$ cat src/rtl/bcd_display_driver.sv
// Two-digit BCD to active-low 7-segment driver with rollover detect and sticky digit error.
// Define BCD_DISPLAY_BLINK_EN to compile in the post-rollover blink sequence.
module bcd_display_driver #(
    parameter int BLINK_HALF_PERIOD = 25000000,
    parameter int BLINK_COUNT       = 3,
    parameter int LZ_BLANK          = 1
) (
    input  logic       clock,
    input  logic       reset_n,
    input  logic [3:0] count,
    input  logic [3:0] count_tens,
    output logic [6:0] hex0,
    output logic [6:0] hex1,
    output logic       rollover,
    output logic       digit_err,
    output logic       blink_active
);

    localparam logic [6:0] SegBlank  = 7'h7F;
    localparam logic [6:0] SegZero   = 7'h40;
    localparam logic [6:0] Hex1Reset = (LZ_BLANK != 0) ? SegBlank : SegZero;

    function automatic logic [6:0] decodeDigit(input logic [3:0] d);
        logic [6:0] seg;
        case (d)
            4'd0:    seg = 7'h40;
            4'd1:    seg = 7'h79;
            4'd2:    seg = 7'h24;
            4'd3:    seg = 7'h30;
            4'd4:    seg = 7'h19;
            4'd5:    seg = 7'h12;
            4'd6:    seg = 7'h02;
            4'd7:    seg = 7'h78;
            4'd8:    seg = 7'h00;
            4'd9:    seg = 7'h10;
            default: seg = 7'h06;
        endcase
        return seg;
    endfunction

    // Reset asserts asynchronously but every other register leaves reset on the same edge.
    logic [1:0] rstSync_q;
    logic       rstN;

    always_ff @(posedge clock or negedge reset_n) begin
        if (!reset_n) rstSync_q <= 2'b00;
        else          rstSync_q <= {rstSync_q[0], 1'b1};
    end

    assign rstN = rstSync_q[1];

    logic [3:0] ones_q, tens_q;
    logic       s1Valid_q;

    always_ff @(posedge clock or negedge rstN) begin
        if (!rstN) begin
            ones_q    <= 4'd0;
            tens_q    <= 4'd0;
            s1Valid_q <= 1'b0;
        end else begin
            ones_q    <= count;
            tens_q    <= count_tens;
            s1Valid_q <= 1'b1;
        end
    end

    logic [6:0] hex0_d, hex1_d, hex0_q, hex1_q;
    logic       rollover_d, rollover_q, digitErr_d, digitErr_q;
    logic [3:0] prevOnes_q, prevTens_q;
    logic       prevValid_q;

    // prevValid_q keeps the reset value of stage 1 from counting as a 99 sample.
    always_comb begin
        hex0_d     = decodeDigit(ones_q);
        hex1_d     = ((LZ_BLANK != 0) && (tens_q == 4'd0)) ? SegBlank : decodeDigit(tens_q);
        rollover_d = prevValid_q && (prevOnes_q == 4'd9) && (prevTens_q == 4'd9)
                     && (ones_q == 4'd0) && (tens_q == 4'd0);
        digitErr_d = digitErr_q || (ones_q > 4'd9) || (tens_q > 4'd9);
    end

    always_ff @(posedge clock or negedge rstN) begin
        if (!rstN) begin
            hex0_q      <= SegZero;
            hex1_q      <= Hex1Reset;
            rollover_q  <= 1'b0;
            digitErr_q  <= 1'b0;
            prevOnes_q  <= 4'd0;
            prevTens_q  <= 4'd0;
            prevValid_q <= 1'b0;
        end else begin
            hex0_q      <= hex0_d;
            hex1_q      <= hex1_d;
            rollover_q  <= rollover_d;
            digitErr_q  <= digitErr_d;
            prevOnes_q  <= ones_q;
            prevTens_q  <= tens_q;
            prevValid_q <= s1Valid_q;
        end
    end

    logic blank;

`ifdef BCD_DISPLAY_BLINK_EN
    typedef enum logic [1:0] {IDLE, ON, OFF} blinkState_t;

    localparam int HalfW  = (BLINK_HALF_PERIOD > 1) ? $clog2(BLINK_HALF_PERIOD) : 1;
    localparam int CountW = (BLINK_COUNT > 1) ? $clog2(BLINK_COUNT) : 1;
    localparam logic [HalfW-1:0]  HalfLast  = HalfW'(BLINK_HALF_PERIOD - 1);
    localparam logic [CountW-1:0] CountLast = CountW'(BLINK_COUNT - 1);

    blinkState_t       state_d, state_q;
    logic [HalfW-1:0]  halfCnt_d, halfCnt_q;
    logic [CountW-1:0] blinkCnt_d, blinkCnt_q;

    // A rollover always wins, so a new 99->00 restarts the sequence from a fresh ON phase.
    always_comb begin
        state_d    = state_q;
        halfCnt_d  = halfCnt_q;
        blinkCnt_d = blinkCnt_q;
        if (rollover_q) begin
            state_d    = ON;
            halfCnt_d  = '0;
            blinkCnt_d = '0;
        end else begin
            case (state_q)
                ON: begin
                    if (halfCnt_q == HalfLast) begin
                        state_d   = OFF;
                        halfCnt_d = '0;
                    end else begin
                        halfCnt_d = halfCnt_q + 1'b1;
                    end
                end
                OFF: begin
                    if (halfCnt_q == HalfLast) begin
                        halfCnt_d = '0;
                        if (blinkCnt_q == CountLast) begin
                            state_d    = IDLE;
                            blinkCnt_d = '0;
                        end else begin
                            state_d    = ON;
                            blinkCnt_d = blinkCnt_q + 1'b1;
                        end
                    end else begin
                        halfCnt_d = halfCnt_q + 1'b1;
                    end
                end
                default: state_d = IDLE;
            endcase
        end
    end

    always_ff @(posedge clock or negedge rstN) begin
        if (!rstN) begin
            state_q    <= IDLE;
            halfCnt_q  <= '0;
            blinkCnt_q <= '0;
        end else begin
            state_q    <= state_d;
            halfCnt_q  <= halfCnt_d;
            blinkCnt_q <= blinkCnt_d;
        end
    end

    assign blank        = (state_q == OFF);
    assign blink_active = (state_q != IDLE);
`else
    assign blank        = 1'b0;
    assign blink_active = 1'b0;
`endif

    assign hex0      = blank ? SegBlank : hex0_q;
    assign hex1      = blank ? SegBlank : hex1_q;
    assign rollover  = rollover_q;
    assign digit_err = digitErr_q;

endmodule

$ cat config.mk
export PLATFORM = sky130hd
export DESIGN_NAME = bcd_display_driver
export DESIGN_NICKNAME = d
export VERILOG_FILES = /design/src/rtl/bcd_display_driver.sv
export SDC_FILE = /design/constraint.sdc
export NUM_CORES = 1
export LEC_CHECK = 0
export ABC_AREA = 1
export BUFFER_PORTS_ARGS = -buffer_cell sky130_fd_sc_hd__buf_2
export CAP_MARGIN = 10
export CORE_MARGIN = 3
export CORE_UTILIZATION = 45
export DETAILED_ROUTE_END_ITERATION = 8
export GPL_TIMING_DRIVEN = 0
export PLACE_DENSITY = 0.73
export SETUP_SLACK_MARGIN = 0.4
export SLEW_MARGIN = 15
export SYNTH_ARGS = -nofsm -noshare
export SYNTH_HDL_FRONTEND = slang
export SYNTH_SLANG_ARGS = --single-unit
$ cat constraint.sdc
create_clock -name clock -period 1.3 [get_ports clock]
set_clock_uncertainty 0.15 [all_clocks]
set_input_delay 0.26 -clock clock [delete_from_list [all_inputs] [get_ports clock]]
set_output_delay 0.26 -clock clock [all_outputs]
set_load 0.01 [all_outputs]
Yosys cells after proc, flatten, opt, wreduce, memory -nomap -nowiden
Memories as Yosys holds them, arrays and structs flattened. A register that Yosys moved wholly into a read port is not among the register bits.
Cells that the tools add are included.
{ "totals": {"ff_bits": 29, "rom_bits": 224, "inputBits": 10, "out_inout_bits": 17, "n_memories": 2} }
{ "memory_table": {"columns": ["name", "words", "width", "rd", "rd_clocked_by_memory_dff", "wr", "line", "text"], "rows": [
  ["(no name shown)", 16, 7, 1, 1, 0, "25", "case (d)"],
  ["(no name shown)", 16, 7, 1, 0, 0, "25", null]
]} }
{ "op_classes": {"order_cmp": 2, "n_eq_ne": 2, "mux": 1, "reduce_logical": 9} }
{ "op_table": {"columns": ["operator", "n"], "rows": [
  ["4-bit == test (second input constant)", 2],
  ["4-bit greater-than comparator (second input constant)", 2],
  ["4-bit zero test", 2],
  ["7-bit 2-to-1 mux", 1],
  ["1-bit logical AND", 4],
  ["1-bit logical OR", 2],
  ["1-bit zero test", 1]
]} }

Longest topological paths before layout
{ "depth": {"depth_word": 5, "depth_mapped": 6, "depth_no_buf": 6} }

Least setup slack after synthesis
No wires, ideal clock.
{ "synth_timing": {"kind": "flip-flop to flip-flop", "start": "register tens_q[0]", "end": "register hex1_q[3] (netlist: hex1[3])", "setup_time_ns": 0.079, "arrival_ns": 0.997, "setup_slack_ns": 0.075, "path_stages_with_launch": 6, "path_buffers": 0, "period_less_slack_ns": 1.225, "path_cell_list": "dfrtp_1 > inv_1 > ha_1 > nand2_1 > o21ai_0 > o21ai_0"} }
{ "synth_between": {"elab_chain_cells": 2, "elab_cells_between_ends": 3, "cone_classes": "1 x mux; 1 x reduce/logical; 1 x memory"} }
{ "synth_lines": {"columns": ["item", "line", "text"], "rows": [
  ["start: declaration", "52", "logic [3:0] ones_q, tens_q;"],
  ["start signal: assignment", "62", "tens_q <= count_tens;"],
  ["memory read 16 x 7 bit / 4-bit zero test (equally long branches)", null, null],
  ["7-bit 2-to-1 mux *", "75", "hex1_d = ((LZ_BLANK != 0) && (tens_q == 4'd0)) ? SegBlank : decodeDigit(tens_q);"],
  ["via hex1_d[3]", "67", "logic [6:0] hex0_d, hex1_d, hex0_q, hex1_q;"],
  ["end signal: assignment", "84", "hex1_q <= Hex1Reset;"],
  ["end: declaration", "67", null]
]} }
Mark *: on every way through the listed nets, which the timed path passes. The rest lies on a longest branch.

Final worst setup path
{ "layout_timing": {"start": "register hex1_q[4] (netlist: hex1[4])", "end": "output hex1[4]"} }
{ "layout_rtl": {"columns": ["item", "line", "text"], "rows": [
  ["end: declaration", "13", "output logic [6:0] hex1,"]
]} }
No word-level cell between the ends.

==> summary.md <==
| Metric | Value |
|---|---|
| Async set-or-reset flop fraction in the synthesized netlist | 1.00 |
| Worst slack after detailed placement | 0.0111 ns |
| Total Wirelength | 3180 um |
| Number of nets with antenna violations after routing | 0 |
| Final core area utilization | 0.791 |
| RSZ-0062 raised after global routing | true |
| Pre-Repair DR Iteration Count | 5 |
| Total design power | 2.26 mW |
| Root Driver | sky130_fd_sc_hd__clkbuf_4 |
| Highest-delay cell along the critical path | sky130_fd_sc_hd__dfstp_2 |
| Multi-input gate area in the final layout | 652 um^2 |
| Crit path buf inv count | 1 |
| Storage element area | 923 um^2 |
| Total number of vias | 1028 |
| Area Growth Syn to Fin | 63.8% |
| Final-stage net count | 202 |
| Max capacitance violation total | 0 |
| Cell types occupying the most area after synthesis | sky130_fd_sc_hd__dfrtp_1, sky130_fd_sc_hd__dfstp_2, sky130_fd_sc_hd__ha_1 |
| Post-synthesis share of cell area spent on xor and xnor gates | 0 |
| Vias in the first global route | 1017 |
| Data required time at the worst endpoint | 0.89 ns |
| Worst vdd rail ir drop | 0.000946 V |
| Final Critical Period | 1.39 ns |
| Top cells by instance count after synthesis | sky130_fd_sc_hd__dfrtp_1, sky130_fd_sc_hd__nand2_1, sky130_fd_sc_hd__inv_1 |
| Violations in the final reports | negative setup slack |
| # DRC | 0 |
| Final HPWL DP | 1490 um |
| Hold violation count in the final report | 0 |
| Number of filler cells placed in the layout | 150 |
| Via/cell ratio | 4.80 |
| Maximum net fanout on the critical path | 1 |
| Cell row count | 19 |
| Gate Count Post-Synth | 119 |
| Final critical-path share of the clock period | 1.07 |
| Complex-gate fraction of the synthesized area | 0.0545 |
| Maximum operating frequency | 719 MHz |
| Category of the worst setup path launch point | flip-flop |
| Routability-driven placement congestion ratio | 0.851 |
| Flip-flop and latch count after synthesis | 36 |
| Routed length per placed instance | 14.8 um |
| Register-to-Register Path Depth | 5 |
| Boundary Pins | 27 |
| First-iteration detailed-routing DRC count | 34 |
| Placed cell count | 176 |
| Sequential fraction of the synthesis area | 0.672 |
| Final critical-path setup slack | -0.0902 ns |
| Layout cell share with drive strength beyond 1 | 0.667 |
| Total negative slack for setup checks | -0.632 ns |
| First-pass GRT wire length | 4600 um |
| Largest stage delay on the critical path | 0.55 ns |
| Combinational family with the most area after synthesis | simple AND/OR/NAND/NOR gates |
| CTS max path bufs | 2 |
| Outcome | finished with violations |
| Type of the most critical hold path | in2async |
| Post-synth top area share | 0.517 |
| Cell area after technology mapping | 1360 um^2 |
| Floorplan core area | 2810 um^2 |
| Top-count cell post-synth | sky130_fd_sc_hd__dfrtp_1 |
| Die boundary height | 60.9 um |
| Number of antenna violations at the first check in global routing | 0 |
| Clock sink count | 36 |
| Critical path start-end classification | reg2out |
| Mux contribution to synthesized area | 0 |
| Total Die Area | 3710 um^2 |
| Port Buffer Count | 25 |
| Width of the die | 60.9 um |
| Total number of cells along the worst setup path | 1 |
| Number of pins with negative max-slew slack in the final report | 0 |
| Aggregate global-route resource usage | 0.177 |
| Antenna diodes | 0 |
| Adder-cell area share of the yosys netlist | 0.0923 |
| Simple-gate area share of the yosys netlist | 0.128 |
| Worst-Skew Late Latency | 0.34 ns |
| H-tree depth | 2 |
| Average instance area after synthesis | 11.4 um^2 |
| Critical path's top delay family | flip-flops |
| Crit path arrival time | 0.98 ns |
| Number of flops mapped to enable cells by yosys | 0 |
| Clock tree from TritonCTS | built |
| Total number of yosys warnings | 0 |
| Overall overflow remaining after global route | 0 |
| Synth area leader | sky130_fd_sc_hd__dfrtp_1 |
| Count of non-filler cells in the finished layout | 214 |
| Critical path endpoint category | primary output |
| Main flop type after synthesis | sky130_fd_sc_hd__dfrtp_1 |
| Pin count of the biggest net entering global routing | 35 |
| Final setup violation count | 8 |
| Register clock-pin slew on the reported worst setup and hold paths | 0.10 ns |
| Power density cells | 1020 nW/um^2 |
| Worst path cell trace | buf_6 |
| Starting density of the core | 0.483 |
| Number of different library cells in the post-synthesis netlist | 17 |
| Num CTS Buffers | 5 |
| Leakage component of the power | 1.05 nW |
## flip-flops by register name, summed over array words and instances (netlist names)
name         count
hex1             7
s1Valid_q        1
tens_q           4
rollover         1
prevOnes_q       4
prevTens_q       4
digit_err        1
rstSync_q        2
prevValid_q      1
hex0             7
ones_q           4
## what timing repair did
action	4_1_cts	5_1_grt
gates resized for setup	45	36
pin swaps	12	17
hold buffers	9	0
endpoints found under the setup margin	66	33
cloned	0	0
endpoints found under the hold margin	10	0
buffers inserted	13	8
## where the power goes
part           leakage (nW)  switching [mW]  internal, mW  total (mW)
Clock                0.0380           0.355         0.257       0.612
Sequential            0.406          0.0653          1.20        1.27
Combinational         0.609           0.176         0.205       0.380
## cell families (layout without fill, tap and decap cells)
kind of cell,Yosys count,count (layout)
AOI/OAI and AO/OA,14,14
adders and majority gates,10,10
buffers and inverters,16,79
and+or+nand+nor,41,41
other,2,3
DFF,36,36
## final timing paths
check	slack (ns)	start	endpoint
setup / recovery	-0.09	hex1[4]	hex1[4]
hold / removal	0.08	reset_n	rstSync_q[1]
setup reg to reg	0.05	tens_q[1]	hex1[3]
hold reg to reg	0.11	rstSync_q[1]	prevOnes_q[1]
max in group asynchronous	0.55	rstSync_q[1]	hex1[3]
min in group clock	0.21	rstSync_q[0]	rstSync_q[1]
## metal layers
metal | GRT usage | up-vias | part of all wire | wire [um]
met5 | 0 | - | 0 | 0
li1 | - | 496 | - | -
met2 | 0.290 | 28 | 0.53 | 1670
met3 | 0.0638 | 7 | 0.040 | 128
met4 | 0.0774 | 0 | 0.014 | 45
met1 | 0.209 | 497 | 0.42 | 1330
## per-stage QoR
| stage | cell area (um^2) | hold WS [ns] |
|---|---|---|
| 3_3_place_gp | 1600 | -0.105 |
| 6_report | 2220 | 0.0777 |
| 2_1_floorplan | 1430 | -0.186 |
| 5_1_grt | 2220 | 0.0558 |
| 3_5_place_dp | 1600 | -0.103 |
| 4_1_cts | 2040 | 0.0569 |
## cells in the final DEF (no fill, tap or decap), types with 3 or more instances in the layout
master and instances:
sky130_fd_sc_hd__inv_2 4, sky130_fd_sc_hd__nand2_2 6, sky130_fd_sc_hd__buf_4 10, sky130_fd_sc_hd__dfstp_2 8, sky130_fd_sc_hd__inv_4 5, sky130_fd_sc_hd__nor2_2 3
sky130_fd_sc_hd__dfrtp_2 7, sky130_fd_sc_hd__conb_1 3, sky130_fd_sc_hd__nor2_1 6, sky130_fd_sc_hd__buf_2 17, sky130_fd_sc_hd__nand2_1 12, sky130_fd_sc_hd__nand3_2 6
sky130_fd_sc_hd__inv_1 6, sky130_fd_sc_hd__o21ai_2 6, sky130_fd_sc_hd__buf_6 20, sky130_fd_sc_hd__clkbuf_4 5, sky130_fd_sc_hd__dlygate4sd3_1 9, sky130_fd_sc_hd__ha_4 10
sky130_fd_sc_hd__a21oi_2 3, sky130_fd_sc_hd__dfrtp_1 20, sky130_fd_sc_hd__nand2_4 5
## area by class of cell
cell class,instances,share of cell area
Multi-Input combinational cell,68,0.294
Clock inverter,2,0.00451
Buffer,1,0.00338
Tap cell,31,0.0175
Timing Repair Buffer,55,0.211
Clock buffer,6,0.0231
Inverter,15,0.0310
Sequential cell,36,0.416
No activity file was read; power rests on OpenSTA's default activity.
